File: config.mk
export PLATFORM = sky130hd
export DESIGN_NAME = cpu_run_ctrl
export DESIGN_NICKNAME = d
export VERILOG_FILES = /design/src/rtl/cpu_dbg_pkg.sv /design/src/rtl/btn_debounce.sv /design/src/rtl/cpu_run_ctrl.sv
export SDC_FILE = /design/constraint.sdc
export NUM_CORES = 1
export LEC_CHECK = 0
export ABC_AREA = 0
export CAP_MARGIN = 10
export CORE_MARGIN = 8
export CORE_UTILIZATION = 44
export DETAILED_ROUTE_END_ITERATION = 7
export GPL_TIMING_DRIVEN = 0
export PLACE_DENSITY = 0.92
export SLEW_MARGIN = 10
export SYNTH_ARGS = -nofsm -noshare
export SYNTH_HDL_FRONTEND = slang
export SYNTH_HIERARCHICAL = 1
export SYNTH_SLANG_ARGS = --single-unit
File: constraint.sdc
create_clock -name CLK -period 2.5 [get_ports CLK]
set_clock_uncertainty 0.1 [all_clocks]
set_input_delay 0.375 -clock CLK [delete_from_list [all_inputs] [get_ports CLK]]
set_output_delay 0.375 -clock CLK [all_outputs]
set_load 0.005 [all_outputs]
File: src/rtl/cpu_dbg_pkg.sv
// Shared encodings for the CPU debug/run-control blocks: CPU control-state codes,
// sequencer run states, front-panel mode codes and the default HALT opcode.
package cpu_dbg_pkg;

  localparam logic [2:0] CPU_IF    = 3'b000;
  localparam logic [2:0] CPU_ID    = 3'b001;
  localparam logic [2:0] CPU_EXE_R = 3'b110;
  localparam logic [2:0] CPU_EXE_I = 3'b101;
  localparam logic [2:0] CPU_EXE_M = 3'b010;
  localparam logic [2:0] CPU_WB_R  = 3'b111;
  localparam logic [2:0] CPU_WB_M  = 3'b100;
  localparam logic [2:0] CPU_MEM   = 3'b011;

  localparam logic [5:0] HALT_OP_DEF = 6'b111111;

  typedef enum logic [2:0] {
    RS_IDLE     = 3'd0,
    RS_RUN      = 3'd1,
    RS_STEP_CYC = 3'd2,
    RS_STEP_INS = 3'd3,
    RS_HALT     = 3'd4
  } run_state_e;

  typedef enum logic [1:0] {
    MODE_HALT     = 2'b00,
    MODE_RUN      = 2'b01,
    MODE_STEP_CYC = 2'b10,
    MODE_STEP_INS = 2'b11
  } mode_e;

endpackage

File: src/rtl/btn_debounce.sv
// Push-button conditioner: two-flop synchroniser, stability counter and a single
// one-cycle pulse on each accepted press. Release is debounced but produces no pulse.
module btn_debounce #(
  parameter int unsigned DEB_CYC = 100000
) (
  input  logic clk,
  input  logic rst_n,
  input  logic btn_in,
  output logic pulse
);

  localparam int unsigned CW = (DEB_CYC < 2) ? 1 : $clog2(DEB_CYC + 1);

  logic [1:0]    sync_q, sync_d;
  logic [CW-1:0] cnt_q, cnt_d;
  logic          stable_q, stable_d;
  logic          pulse_q, pulse_d;

  // NOTE: every output of this block gets a default before any branch, so no path
  // leaves a variable unassigned and no latch is inferred.
  always_comb begin
    sync_d   = {sync_q[0], btn_in};
    cnt_d    = '0;
    stable_d = stable_q;
    if (sync_q[1] != stable_q) begin
      if (cnt_q == CW'(DEB_CYC - 1)) begin
        stable_d = sync_q[1];
      end else begin
        cnt_d = cnt_q + CW'(1);
      end
    end
    pulse_d = stable_d & ~stable_q;
  end

  // NOTE: state flops use non-blocking assignments so every flop samples the
  // pre-edge value of its neighbours, which is what makes the synchroniser a chain.
  always_ff @(posedge clk or negedge rst_n) begin
    if (!rst_n) begin
      sync_q   <= '0;
      cnt_q    <= '0;
      stable_q <= 1'b0;
      pulse_q  <= 1'b0;
    end else begin
      sync_q   <= sync_d;
      cnt_q    <= cnt_d;
      stable_q <= stable_d;
      pulse_q  <= pulse_d;
    end
  end

  assign pulse = pulse_q;

endmodule

File: src/rtl/cpu_run_ctrl.sv
// Execution sequencer for the multi-cycle CPU: produces cpu_en for halt / run /
// step-cycle / step-instruction, with breakpoint, HALT opcode, step watchdog and counters.
module cpu_run_ctrl
  import cpu_dbg_pkg::*;
#(
  parameter int unsigned CNT_W   = 16,
  parameter int unsigned DEB_CYC = 100000,
  parameter int unsigned WDOG    = 8,
  parameter logic [5:0]  HALT_OP = HALT_OP_DEF
) (
  input  logic             CLK,
  input  logic             Rst,
  input  logic [1:0]       mode,
  input  logic             step_btn,
  input  logic [2:0]       state_in,
  input  logic [31:0]      pc_in,
  input  logic [31:0]      instr_in,
  input  logic             bp_en,
  input  logic [31:0]      bp_addr,
  output logic             cpu_en,
  output logic             halted,
  output logic             wdog_err,
  output logic [2:0]       run_state,
  output logic [CNT_W-1:0] cyc_cnt,
  output logic [CNT_W-1:0] instr_cnt
);

  localparam int unsigned WW = $clog2(WDOG + 1);

  run_state_e       state_q, state_d;
  logic             en_d_q;
  logic [WW-1:0]    wdog_q, wdog_d;
  logic             wdog_err_q, wdog_err_d;
  logic [CNT_W-1:0] cyc_q, cyc_d;
  logic [CNT_W-1:0] instr_q, instr_d;

  logic step_pulse;
  logic retire, haltop, bp_hit, wdog_hit;
  logic unused_instr_bits;

  btn_debounce #(.DEB_CYC(DEB_CYC)) u_step_deb (
    .clk    (CLK),
    .rst_n  (Rst),
    .btn_in (step_btn),
    .pulse  (step_pulse)
  );

  // The CPU reacts to cpu_en one edge later, so en_d_q qualifies what state_in shows now.
  assign retire   = en_d_q & (state_in == CPU_IF);
  assign haltop   = en_d_q & (state_in == CPU_ID) & (instr_in[31:26] == HALT_OP);
  assign bp_hit   = retire & bp_en & (pc_in == bp_addr);
  assign wdog_hit = (wdog_q == WW'(WDOG)) & ~retire;

  assign unused_instr_bits = ^instr_in[25:0];

  always_comb begin
    state_d    = state_q;
    cpu_en     = 1'b0;
    wdog_d     = wdog_q;
    wdog_err_d = wdog_err_q;
    unique case (state_q)
      RS_IDLE: begin
        if (haltop) begin
          state_d = RS_HALT;
        end else if (mode == MODE_RUN) begin
          state_d = RS_RUN;
        end else if (step_pulse && (mode == MODE_STEP_CYC)) begin
          state_d = RS_STEP_CYC;
        end else if (step_pulse && (mode == MODE_STEP_INS)) begin
          state_d = RS_STEP_INS;
          wdog_d  = '0;
        end
      end
      RS_RUN: begin
        cpu_en = (mode == MODE_RUN) & ~haltop & ~bp_hit;
        if (haltop || bp_hit) begin
          state_d = RS_HALT;
        end else if (mode != MODE_RUN) begin
          state_d = RS_IDLE;
        end
      end
      RS_STEP_CYC: begin
        cpu_en  = 1'b1;
        state_d = RS_IDLE;
      end
      RS_STEP_INS: begin
        cpu_en = ~haltop & ~wdog_hit & ~retire & (mode != MODE_HALT);
        wdog_d = wdog_q + WW'(cpu_en);
        if (haltop) begin
          state_d = RS_HALT;
        end else if (wdog_hit) begin
          state_d    = RS_HALT;
          wdog_err_d = 1'b1;
        end else if (retire || (mode == MODE_HALT)) begin
          state_d = RS_IDLE;
        end
      end
      RS_HALT: begin
        if (mode == MODE_HALT) begin
          state_d = RS_IDLE;
        end
      end
      default: state_d = RS_IDLE;
    endcase
  end

  // Both counters stick at all-ones so the display never shows a misleading wrap.
  always_comb begin
    cyc_d   = cyc_q;
    instr_d = instr_q;
    if (cpu_en && (cyc_q != '1)) begin
      cyc_d = cyc_q + CNT_W'(1);
    end
    if (retire && (instr_q != '1)) begin
      instr_d = instr_q + CNT_W'(1);
    end
  end

  always_ff @(posedge CLK or negedge Rst) begin
    if (!Rst) begin
      state_q    <= RS_IDLE;
      en_d_q     <= 1'b0;
      wdog_q     <= '0;
      wdog_err_q <= 1'b0;
      cyc_q      <= '0;
      instr_q    <= '0;
    end else begin
      state_q    <= state_d;
      en_d_q     <= cpu_en;
      wdog_q     <= wdog_d;
      wdog_err_q <= wdog_err_d;
      cyc_q      <= cyc_d;
      instr_q    <= instr_d;
    end
  end

  assign halted    = (state_q == RS_HALT);
  assign wdog_err  = wdog_err_q;
  assign run_state = state_q;
  assign cyc_cnt   = cyc_q;
  assign instr_cnt = instr_q;

endmodule
; ---- Yosys cells after proc, flatten, opt, wreduce, memory -nomap -nowiden
; Cells that the tools add are included.
[op_classes]
add_sub_neg = 4
mul = 0
n_div = 0
order_cmp = 0
eq_ne = 24
n_shift = 0
muxes = 21
n_bitwise = 17
reduce_logical = 14
[ops]
columns = operator, count
row1 = $mux 17, 2
row2 = $add 16x1->16 const B, 2
row3 = $eq 32x32->1, 1
row4 = $ne 16x16->1 const B, 2
row5 = $mux 3, 10
row6 = $add 17x1->17 const B, 1
row7 = $eq 17x17->1 const B, 1
row8 = $mux 4, 4
row9 = $and 1x1->1, 12
row10 = $pmux 3 s4, 1
row11 = $ne 2x2->1 const B, 4
row12 = $pmux 4 s2, 1
row13 = $eq 3x1->1 const B, 2
row14 = $eq 3x2->1 const B, 2
row15 = $eq 6x6->1 const B, 1
row16 = $logic_not 3->1, 2
row17 = $ne 5x5->1 const B, 1
row18 = $not 1->1, 5
row19 = $reduce_and 5->1, 1
row20 = $add 4x1->4, 1
row21 = $eq 2x2->1 const B, 2
row22 = $eq 4x4->1 const B, 1
row23 = $logic_and 1x1->1, 4
row24 = $ne 2x1->1 const B, 2
row25 = other kinds (12), 15
[totals]
reg_bits = 62
latch_bits = 0
ramBits = 0
romBits = 0
inputBits = 105
memories = 0

; ---- Depth between registers and ports, before layout
[logic_depth]
word_depth = 10
mapped_depth = 8
ltp_nobuf = 8

; ---- Modules after synthesis
; The synthesis kept the hierarchy.
[by_module_without_submodules]
columns = module, instances, cells_each, area_per_inst_um2, seq_area_each_um2
row1 = cpu_run_ctrl, 1, 263, 2610.0, 1026.0
row2 = btn_debounce, 1, 93, 1007.2, 525.5

; ---- Least setup slack after synthesis
; OpenSTA, ideal clock, no wires.
[synth_path]
path_kind = input -> register
start = in state_in[0]
end = reg cyc_q[15] (netlist: cyc_cnt[15])
setup_time_ns = 0.134
arrival_time_ns = 1.901
t_required_ns = 2.266
path_slack_ns = 0.366
cell_stages = 7
n_path_buf = 1
path_cell_list = or4b_4 > nor4_4 > nand4_2 > nor4_4 > buf_6 > nor4_2 > xor2_1
[synth_via]
elab_chain_len = 10
[synth_lines]
columns = element, line_no
row1 = from (decl), cpu_run_ctrl.sv:15  ; input logic [2:0] state_in,
row2 = $logic_not 3->1, cpu_run_ctrl.sv:49  ; assign retire = en_d_q & (state_in == CPU_IF);
row3 = $and 1x1->1, cpu_run_ctrl.sv:49
row4 = $not 1->1, "cpu_run_ctrl.sv:52, cpu_run_ctrl.sv:87"
row5 = $and 1x1->1, cpu_run_ctrl.sv:52  ; assign wdog_hit = (wdog_q == WW'(WDOG)) & ~retire;
row6 = $not 1->1, cpu_run_ctrl.sv:87  ; cpu_en = ~haltop & ~wdog_hit & ~retire & (mode != MODE_HALT);
row7 = $and 1x1->1 (3 in series), cpu_run_ctrl.sv:87
row8 = $pmux 1 s3 (*), cpu_run_ctrl.sv:61  ; unique case (state_q)
row9 = $logic_and 1x1->1 (*), cpu_run_ctrl.sv:111  ; if (cpu_en && (cyc_q != '1)) begin
row10 = to (signal assigned), cpu_run_ctrl.sv:132  ; cyc_q <= cyc_d;
row11 = to (decl), cpu_run_ctrl.sv:34  ; logic [CNT_W-1:0] cyc_q, cyc_d;
; Mark *: on every way between the ends. The rest lies on a longest branch, timed or not.
; A chain may end at the register's enable or synchronous reset.

; ---- Worst setup path in the final report
[layout_path]
start = reg en_d_q
end = out cpu_en
[layout_via]
elab_chain_len = 8
[layout_lines]
columns = element, line_no
row1 = from (decl), cpu_run_ctrl.sv:31  ; logic en_d_q;
row2 = from (signal assigned), cpu_run_ctrl.sv:129  ; en_d_q <= cpu_en;
row3 = $and 1x1->1, cpu_run_ctrl.sv:49
row4 = $not 1->1, "cpu_run_ctrl.sv:52, cpu_run_ctrl.sv:87"
row5 = $and 1x1->1, cpu_run_ctrl.sv:52
row6 = $not 1->1, cpu_run_ctrl.sv:87
row7 = $and 1x1->1 (3 in series), cpu_run_ctrl.sv:87
row8 = $pmux 1 s3 (*), cpu_run_ctrl.sv:61
row9 = to (decl), cpu_run_ctrl.sv:20  ; output logic cpu_en,
; Marked as above.

==> out/qor.yml <==
ios: 143
grt_max_degree: 63
grt_pass1_wl_um: 16420
violations: "setup timing"
min_period_ps: 2536
p_per_area_mw_per_mm2: 549.0
synth.top_cells.by_count: "dfrtp_1, xor2_1, nor2_1"
synth_edf_count: 0
hpwl_um: 7900
cts_tree: "done"
vias: 3322
synth_cells: 356
fmax_mhz: 394.3
synth_top_area_share_pct: 42.89
cts_inserted_buffers: 9
setup-violations-final: 1
cp.required_ps: 2030
ir_drop_v: 0.0002729
r2r_slack_ps: 110
viasPerCell: 5.500
p_clk_share_pct: 33.6
cts_root_buf: "clkbuf_8"
cp_max_fo: 2
rows: 33
clockBufferDepth: 2
synthToLayoutAreaGrowth_pct: 45.07
ys_top_cells_by_area: "dfrtp_1, xor2_1, xnor2_1, nand4_1, nor2_1"
path_cells: "or4b_4 > nor4_4 > nand4_4 > nor3_4 > o21bai_2 > buf_2"
fin_cells: 604
globalRouteOverflowTotal: 0
htreeDepth: 3
outcome: "complete, but fails checks"
hold_buffers: 0
internal_power_uw: 2066
clk_latency_ps: 340
ys_seq_elements: 62
comb_power_share_pct: 23.7
synth_nets: 466
start_util_pct: 44.70
startpoint_type: "flop"
cp.arrival_ps: 2060
critPathMaxStageDelay_ps: 510
worstMarginPinSlew_ps: 772.3
core-area_mm2: 0.008093
grt_pass1_vias: 3298
portBuffers: 116
ys_seq_area_share_pct: 42.89
fp.dieW_um: 106.7
synth_flop_cell: "dfrtp_1"
maxCapViolCount: 0
detail_route.wirelength_um: 10450
syn_avg_cell_area_um2: 10.16
rr_endpoint: "cyc_cnt[15]"
gr-usage-all-layers_pct: 17.93
hold_viol_final: 0
hold_slack_ps: 1.814
pwr-share-seq_pct: 42.7
die_y_um: 106.7
crit_type: "flop to output port"
rr_worst_depth: 8
drtIter0Drc: 191
slew_violations: 0
yosysTopAreaCell: "dfrtp_1"
dr.pass1.iters: 4
clk_pin_slew_ps: 80
post_drt_wl_per_cell_um: 17.29
yosys_warnings: 6
ys_async_sr_fraction_pct: 100.0
p_sw_uw: 814.3
antenna_found_initial: 0
utilization_pct: 64.84
yosysUniqueCellTypes: 53
hold_path_class: "input pin to async pin"
slowest_stage: "or4b_4"
synth_most_common_cell: "dfrtp_1"
drc: 0
syn_area_mm2: 0.003617
nets: 604
end_kind: "output port"
dieArea_mm2: 0.01138
antenna_cells: 0
p_sw_share_pct: 28.27
drive_gt1_share_pct: 13.43
numClockSinks: 62
fin_crit_sh_pct: 101.5
gp_congestion: 0.9412
timing.rr.start: "wdog_q[0]"
worst_slack_ps: -36.31
slew_headroom_pct: 48.51
leakagePower_uw: 0.002096
dp.cells: 577
rsz0062_at_grt: "true"
ant_nets: 0
## power groups by stage
stage / registers [µW] / clock network (µW) / logic, µW
finish: 1230 / 968 / 682
global route: 1250 / 1030 / 750
CTS: 1230 / 992 / 680
detailed placement: 1250 / 0 / 673
global placement: 1240 / 0 / 653
floorplan: 1230 / 0 / 266
## per-layer routing
layer | global-route usage (%) | vias up | part of all wire [%]
met3 | 6.719 | 14 | 7.9
met4 | 4.925 | 0 | 0.86
met5 | 0 | - | 0
li1 | - | 1553 | -
met2 | 31.62 | 152 | 51
met1 | 19.71 | 1603 | 41
## area by class of cell
type / count / area (µm²)
Tap cell: 105 / 131.4
Timing Repair Buffer: 127 / 1232
Sequential cell: 62 / 1551
Buffer: 8 / 53.80
Fill cell: 609 / 2845
Clock buffer: 9 / 123.9
Multi-Input combinational cell: 279 / 2032
Clock inverter: 7 / 96.34
Inverter: 7 / 26.28
## cell families (layout without fill, tap and decap cells)
kind of cell	count (synthesis)	after routing	synth area share, %
buf+inv	15	158	2.214
mux	4	4	1.418
compound gates	24	24	4.393
xor+xnor	76	76	18.40
fa+ha+maj	5	5	1.730
flops	62	62	42.89
simple gates	170	170	28.95
## cells in the final DEF (no fill, tap or decap), types with 3 or more instances in the layout
cell	Yosys	layout
a21oi_1	5	5
buf_4	0	12
clkbuf_8	0	9
buf_6	3	3
clkbuf_1	4	4
ha_1	5	5
and3_1	9	9
nor2_1	30	30
inv_1	7	7
xnor2_1	24	24
nor3_1	5	5
dfrtp_1	62	62
clkdlybuf4s50_1	0	111
or4b_1	3	3
nor4_4	2	3
nand3_1	20	20
dlygate4sd2_1	0	3
nand2b_1	3	3
xor2_1	52	52
nor4_1	15	13
nor3_2	11	10
a31oi_1	5	4
nor4_2	2	3
nand4_1	21	21
nand2_1	26	26
o21ai_0	4	4
and4_1	3	3
## metrics by stage
step,power (µW),setup WS (ps),TNS (ps),instance area [µm²]
after detailed placement,1918,-777.0,-6951,4907
after global placement,1892,-979.2,-65130,4910
final,2881,-36.31,-36.31,5248
after CTS,2900,-166.2,-166.2,5189
after global routing,3023,-139.5,-139.5,5248
after floorplan,1494,365.8,0,3617
## what timing repair did
| item | in CTS | in global routing |
|---|---|---|
| setup endpoints to repair | 4 | 10 |
| pin swaps | 5 | 6 |
| resized for setup | 11 | 3 |
| buffers inserted | 6 | 5 |
| endpoints found under the hold margin | 0 | 0 |
## worst max-delay path by stage
stage | from | end | slack [ps]
floorplan | state_in[0] | cyc_cnt[15] | 370
global placement | Rst | instr_cnt[9] | -980
detailed placement | state_in[0] | cpu_en | -780
CTS | en_d_q | cpu_en | -170
global route | en_d_q | cpu_en | -140
finish | en_d_q | cpu_en | -40
## critical path: cells and delay by family, from the launching register on
family / cells / cell delay [ps]
simple gates: 4 / 1120
flops: 1 / 390
buf+inv: 1 / 140
compound gates: 1 / 80
## sequential cells by signal, indices dropped and copies added (netlist names), 2 cells and up
name               cells
run_state              3
wdog_q                 4
cyc_cnt               16
u_step_deb/cnt_q      17
u_step_deb/sync_q      2
instr_cnt             16
No activity file was read; power rests on OpenSTA's default activity.
